<file path="src/rtl/mips_run_monitor_if.sv">
// Core-facing bus of the run monitor: retire/PC trace, store strobe and the
// core reset the monitor drives back.
interface mips_run_monitor_if #(
    parameter int PC_W   = 32,
    parameter int DATA_W = 32
);
    logic              core_reset;
    logic [PC_W-1:0]   pc;
    logic              retire;
    logic              mem_write;
    logic [DATA_W-1:0] mem_addr;
    logic [DATA_W-1:0] mem_wdata;

    modport master (
        input  core_reset,
        output pc, retire, mem_write, mem_addr, mem_wdata
    );

    modport slave (
        output core_reset,
        input  pc, retire, mem_write, mem_addr, mem_wdata
    );
endinterface

</file>
<file path="src/rtl/mips_run_monitor.sv">
// Run controller for the MIPS core: holds core reset, lets the core run, detects
// a `j .` halt or a timeout, and counts cycles, retires and stores into a signature.
module mips_run_monitor #(
    parameter int RESET_CYCLES = 2,
    parameter int MAX_CYCLES   = 750,
    parameter int HALT_REPEAT  = 4,
    parameter int PC_W         = 32,
    parameter int DATA_W       = 32,
    parameter int CNT_W        = 32
) (
    input  logic                clock,
    input  logic                reset,
    input  logic                start,
    mips_run_monitor_if.slave   core,
    output logic                running,
    output logic                done,
    output logic                timeout,
    output logic [CNT_W-1:0]    cycle_count,
    output logic [CNT_W-1:0]    retire_count,
    output logic [CNT_W-1:0]    store_count,
    output logic [DATA_W-1:0]   signature,
    output logic [PC_W-1:0]     halt_pc
);

    localparam int RT_W  = (RESET_CYCLES > 1) ? $clog2(RESET_CYCLES) : 1;
    localparam int REP_W = $clog2(HALT_REPEAT + 1);

    typedef enum logic [1:0] {IDLE, RSTH, RUN, DONE} state_t;

    state_t            state;
    state_t            state_next;
    logic [RT_W-1:0]   rst_timer;
    logic [PC_W-1:0]   last_pc;
    logic [REP_W-1:0]  rep_cnt;
    logic [CNT_W-1:0]  cycle_next;
    logic              pc_repeat;
    logic              halt_hit;
    logic              timeout_hit;
    logic              reset_done;

    function automatic logic [CNT_W-1:0] sat_inc(input logic [CNT_W-1:0] v);
        return (v == '1) ? v : v + CNT_W'(1);
    endfunction

    // A cleared last_pc/rep_cnt pair behaves like "no prior retire": the first
    // retire always ends with rep_cnt == 1 whether or not pc matches 0.
    always_comb begin
        pc_repeat   = core.retire && (core.pc == last_pc);
        halt_hit    = pc_repeat && (rep_cnt == REP_W'(HALT_REPEAT - 1));
        cycle_next  = sat_inc(cycle_count);
        timeout_hit = (cycle_next == CNT_W'(MAX_CYCLES));
        reset_done  = (rst_timer == RT_W'(RESET_CYCLES - 1));
    end

    always_ff @(posedge clock) begin
        if (!reset) begin
            state <= IDLE;
        end else begin
            state <= state_next;
        end
    end

    always_comb begin
        state_next = state;
        case (state)
            IDLE:    if (start) state_next = RSTH;
            RSTH:    if (reset_done) state_next = RUN;
            RUN:     if (halt_hit || timeout_hit) state_next = DONE;
            DONE:    if (start) state_next = RSTH;
            default: state_next = IDLE;
        endcase
    end

    always_comb begin
        core.core_reset = (state != RUN);
        running         = (state == RUN);
        done            = (state == DONE);
    end

    always_ff @(posedge clock) begin
        if (!reset) begin
            rst_timer    <= '0;
            last_pc      <= '0;
            rep_cnt      <= '0;
            cycle_count  <= '0;
            retire_count <= '0;
            store_count  <= '0;
            signature    <= '0;
            halt_pc      <= '0;
            timeout      <= 1'b0;
        end else begin
            case (state)
                IDLE, DONE: begin
                    if (start) begin
                        rst_timer    <= '0;
                        last_pc      <= '0;
                        rep_cnt      <= '0;
                        cycle_count  <= '0;
                        retire_count <= '0;
                        store_count  <= '0;
                        signature    <= '0;
                        halt_pc      <= '0;
                        timeout      <= 1'b0;
                    end
                end
                RSTH: begin
                    if (!reset_done) rst_timer <= rst_timer + RT_W'(1);
                end
                RUN: begin
                    cycle_count <= cycle_next;
                    if (core.retire) begin
                        retire_count <= sat_inc(retire_count);
                        if (pc_repeat) begin
                            rep_cnt <= rep_cnt + REP_W'(1);
                        end else begin
                            last_pc <= core.pc;
                            rep_cnt <= REP_W'(1);
                        end
                    end
                    if (core.mem_write) begin
                        store_count <= sat_inc(store_count);
                        signature   <= {signature[DATA_W-2:0], signature[DATA_W-1]}
                                       ^ core.mem_addr ^ core.mem_wdata;
                    end
                    // Halt takes precedence when both end conditions land together.
                    if (halt_hit) begin
                        halt_pc <= core.pc;
                        timeout <= 1'b0;
                    end else if (timeout_hit) begin
                        timeout <= 1'b1;
                    end
                end
                default: ;
            endcase
        end
    end

endmodule

</file>
<file path="src/flat_wrapper.sv">
// flat-port wrapper written by rule: the top's interface ports become plain ports
module mips_run_monitor_flat 
#(
    parameter int RESET_CYCLES = 2,
    parameter int MAX_CYCLES   = 750,
    parameter int HALT_REPEAT  = 4,
    parameter int PC_W         = 32,
    parameter int DATA_W       = 32,
    parameter int CNT_W        = 32
)
  (clock, reset, start, running, done, timeout, cycle_count, retire_count, store_count, signature, halt_pc, core_core_reset, core_pc, core_retire, core_mem_write, core_mem_addr, core_mem_wdata);
  mips_run_monitor_if #(.PC_W(PC_W), .DATA_W(DATA_W)) core_i ();
  input  logic clock;
  input  logic reset;
  input  logic start;
  output logic running;
  output logic done;
  output logic timeout;
  output logic [CNT_W-1:0] cycle_count;
  output logic [CNT_W-1:0] retire_count;
  output logic [CNT_W-1:0] store_count;
  output logic [DATA_W-1:0] signature;
  output logic [PC_W-1:0] halt_pc;
  output wire logic [$bits(core_i.core_reset)-1:0] core_core_reset;
  input wire logic [$bits(core_i.pc)-1:0] core_pc;
  input wire logic [$bits(core_i.retire)-1:0] core_retire;
  input wire logic [$bits(core_i.mem_write)-1:0] core_mem_write;
  input wire logic [$bits(core_i.mem_addr)-1:0] core_mem_addr;
  input wire logic [$bits(core_i.mem_wdata)-1:0] core_mem_wdata;
  assign core_core_reset = core_i.core_reset;
  assign core_i.pc = core_pc;
  assign core_i.retire = core_retire;
  assign core_i.mem_write = core_mem_write;
  assign core_i.mem_addr = core_mem_addr;
  assign core_i.mem_wdata = core_mem_wdata;
  mips_run_monitor #(.RESET_CYCLES(RESET_CYCLES), .MAX_CYCLES(MAX_CYCLES), .HALT_REPEAT(HALT_REPEAT), .PC_W(PC_W), .DATA_W(DATA_W), .CNT_W(CNT_W)) u_core (.clock(clock), .reset(reset), .start(start), .core(core_i), .running(running), .done(done), .timeout(timeout), .cycle_count(cycle_count), .retire_count(retire_count), .store_count(store_count), .signature(signature), .halt_pc(halt_pc));
endmodule
</file>
<file path="config.mk">
export PLATFORM = sky130hd
export DESIGN_NAME = mips_run_monitor_flat
export DESIGN_NICKNAME = d
export VERILOG_FILES = /design/src/rtl/mips_run_monitor_if.sv /design/src/rtl/mips_run_monitor.sv /design/src/flat_wrapper.sv
export SDC_FILE = /design/constraint.sdc
export NUM_CORES = 1
export LEC_CHECK = 0
export ABC_AREA = 1
export ABC_CLOCK_PERIOD_IN_PS = 4500
export BUFFER_PORTS_ARGS = -buffer_cell sky130_fd_sc_hd__buf_2
export CELL_PAD_IN_SITES_DETAIL_PLACEMENT = 0
export CELL_PAD_IN_SITES_GLOBAL_PLACEMENT = 1
export CORE_MARGIN = 2
export CORE_UTILIZATION = 42
export CTS_BUF_LIST = sky130_fd_sc_hd__clkbuf_4
export CTS_CLUSTER_SIZE = 30
export DETAILED_ROUTE_END_ITERATION = 7
export PLACE_DENSITY_LB_ADDON = 0.1
export SYNTH_ARGS = -nofsm -noshare
export SYNTH_HDL_FRONTEND = slang
export SYNTH_SLANG_ARGS = --single-unit
export TNS_END_PERCENT = 20
</file>
<file path="constraint.sdc">
create_clock -name clock -period 4.5 [get_ports clock]
set_clock_uncertainty 0.15 [all_clocks]
set_input_delay 0.675 -clock clock [delete_from_list [all_inputs] [get_ports clock]]
set_output_delay 0.675 -clock clock [all_outputs]
set_load 0.02 [all_outputs]
</file>
==> flow_summary.ini <==
[outcome]
outcome = finished clean

[setup_path]
crit_type = reg -> reg
worstReg2RegEnd = u_core.store_count[16]$_SDFFE_PN0P_
critPathMaxStageDelay_ns = 0.55
crit_cells = 11
arrival_ns = 3.82
worstPathCellList = inv_1 -> ha_2 -> buf_4 -> nand3_1 -> nor3_1 -> nand4_1 -> nand2_1 -> o21ai_0 -> inv_2 -> o21ai_0 -> a21oi_1
cp-end-kind = flip-flop
rrSetupSlack_ns = 1.09
cp.required_ns = 4.91
regToRegStartpoint = u_core.state[0]$_SDFFE_PN0P_
crit_slowest_cell = nand2_1
path_buf_inv = 3
critPathMaxFanout = 43
r2r_cells = 11
critPathLaunchType = flip-flop
cp_common_cell = o21ai_0
crit_family = buffers and inverters

[timing]
whs_ns = 0.1908
fmax_mhz = 293.5
hold_violations = 0
worst_pin_slew_ns = 1.201
slew_headroom_pct = 19.87
period_share_pct = 75.73
rsz0062_at_grt = false
slew_viol_final = 0
tns_ns = 0
setup_viol = 0
period_minus_slack_ns = 3.408

[place]
place.gp.congestion = 0.8805
io_buffers = 264
dp_hpwl_mm = 22.82

[cts]
clkLatencyLatePin_ns = 0.60
clkTransAtPathRegs_ns = 0.22
cts_resized = 0
cts_root_buffer = clkbuf_4
postCtsSetupBuffers = 0
holdBufCountCts = 0
cts_tree = done
cts_buffer_depth = 2
cts_buffers = 17
htree_levels = 4
cts_sinks = 199

[detailed_routing]
vias_per_cell = 5.042
ant_nets = 0
drt_pass1_iterations = 5
routed_wl_mm = 31.17
post-route-drc-count = 0
wl_per_cell_um = 14.71
vias = 10680
drt_iter0_drc = 654

[floorplan]
die_area_um2 = 26350
initial_core_util_pct = 43.04
io_pins = 265
die_y_um = 162.3
core_um2 = 24460
die_w_um = 162.3
num_rows = 57

[layout]
layout-drive-gt1-share_pct = 18.90
nets = 1890
syn_to_final_growth_pct = 17.50

[global_route]
grt_pass1_wl_mm = 50.03
grt_use_total_pct = 23.28
grt_max_degree = 63
grt_overflow = 0
antenna_found_initial = 1
grt_pass1_vias = 9843

[flow_run]
maxCapViolCount = 0

[hold_path]
holdPathStages = 3
hp-start = core_pc[5]
holdPathEnd = u_core.last_pc[5]$_SDFFE_PN0P_
hold_class = in -> reg

[synthesis]
synth_seq_cells = 199
syn_area_um2 = 10530
synth_area_per_cell_um2 = 6.788
async_flop_share_pct = 0
ys_warn_count = 0
synthCells = 1551
synth_edf_count = 0
ys_seq_area_share_pct = 37.84
synth_ff_type = dfxtp_1
ys_types = 43
syn-num-nets = 1660

[power_and_ir_drop]
irDropWorstVdd_mv = 0.3031
power.density_nw_per_um2 = 458.2
p_leak_uw = 0.005014
==> tightest hold or removal path, stage by stage <==
cell and delay [ns]:
buf_2 0.11, nand2_1 0.07, a21oi_1 0.06
==> how the worst max path moves through the flow <==
stage	to	start
after CTS	u_core.retire_count[7]$_SDFFE_PN0P_	u_core.state[0]$_SDFFE_PN0P_
after floorplan	u_core.state[0]$_SDFFE_PN0P_	u_core.cycle_count[1]$_SDFFE_PN0P_
after detailed placement	u_core.store_count[14]$_SDFFE_PN0P_	u_core.state[1]$_SDFFE_PN0P_
after global placement	u_core.store_count[16]$_SDFFE_PN0P_	u_core.state[0]$_SDFFE_PN0P_
final	u_core.store_count[16]$_SDFFE_PN0P_	u_core.state[0]$_SDFFE_PN0P_
after global routing	u_core.store_count[12]$_SDFFE_PN0P_	u_core.state[0]$_SDFFE_PN0P_
==> cell type report <==
type,instances,area (µm²)
Clock buffer,18,135.1
Sequential cell,199,3984
Antenna cell,1,2.502
Inverter,118,449.2
Clock inverter,14,172.7
Timing Repair Buffer,272,1381
Multi-Input combinational cell,1173,5842
Tap cell,324,405.4
Fill cell,2612,12090
==> cells in the final DEF (no fill, tap or decap), drive strengths merged, types with 2 or more instances in the layout <==
| master | Yosys | routed |
|---|---|---|
| nor4 | 11 | 11 |
| xor2 | 13 | 13 |
| nor2 | 185 | 185 |
| a21oi | 173 | 173 |
| and3 | 2 | 2 |
| clkbuf | 44 | 18 |
| a31oi | 2 | 2 |
| o21bai | 2 | 2 |
| nand3b | 9 | 9 |
| nand2 | 406 | 406 |
| a2bb2oi | 4 | 4 |
| o21ai | 93 | 93 |
| dfxtp | 199 | 199 |
| nor3 | 58 | 58 |
| ha | 8 | 8 |
| inv | 117 | 125 |
| a211oi | 14 | 14 |
| o22ai | 5 | 5 |
| o21a | 2 | 2 |
| nand3 | 60 | 60 |
| or2 | 8 | 8 |
| buf | 17 | 272 |
| xnor2 | 89 | 89 |
| clkinv | 1 | 5 |
| nand4 | 25 | 25 |
==> sequential cells by signal, indices dropped and copies added (netlist names) <==
| signal | cells |
|---|---|
| u_core.state | 2 |
| u_core.reset_done | 1 |
| u_core.last_pc | 32 |
| u_core.signature | 32 |
| u_core.retire_count | 32 |
| u_core.halt_pc | 32 |
| u_core.timeout | 1 |
| u_core.store_count | 32 |
| u_core.rep_cnt | 3 |
| u_core.cycle_count | 32 |
==> report_power, final <==
part | switching [µW] | internal [µW] | total, µW
clock network | 722 | 317 | 1040
registers | 224 | 2120 | 2340
logic | 1590 | 691 | 2290
==> layer usage <==
metal	up-vias	track usage [%]	wire length [µm]
met5	-	0	0
met4	0	5.913	507
met3	33	4.966	1716
met2	265	38.39	14260
met1	4838	31.09	14680
li1	5547	-	-
==> stage by stage <==
stage	total power [µW]	worst slack, ns	cell area (µm²)	util (%)	cells
after floorplan	4025	2.082	10530	-	1551
after global placement	4664	1.175	12060	49.31	2086
after detailed placement	4689	1.053	12060	49.31	2086
after CTS	5738	1.072	12370	50.57	2118
after global routing	6121	0.6461	12370	50.58	2119
final	5669	1.092	12370	50.58	2119
==> cells in the mapped netlist (12+ instances only) <==
| master | number | share of area (%) |
|---|---|---|
| inv_1 | 113 | 4.0 |
| buf_2 | 12 | 0.57 |
| a21oi_1 | 168 | 8.0 |
| nand3_1 | 59 | 2.8 |
| clkbuf_1 | 42 | 1.5 |
| nand2_1 | 400 | 14 |
| a211oi_1 | 14 | 1.0 |
| xnor2_1 | 89 | 7.4 |
| nor2_1 | 179 | 6.4 |
| nor3_1 | 56 | 2.7 |
| o21ai_0 | 87 | 4.1 |
| dfxtp_1 | 199 | 38 |
| xor2_1 | 13 | 1.1 |
| nand4_1 | 25 | 1.5 |
==> cell families (layout without fill, tap and decap cells) <==
group | Yosys count | after routing | synth area share [%]
AO/OA/AOI/OAI | 297 | 297 | 15.00
XOR/XNOR | 102 | 102 | 8.485
adder cells (fa/ha/maj) | 8 | 8 | 0.9507
buffers and inverters | 179 | 422 | 6.774
flip-flops | 199 | 199 | 37.84
other | 0 | 1 | 0
AND/OR/NAND/NOR | 766 | 766 | 30.96
(Power assumes the default switching activity.)
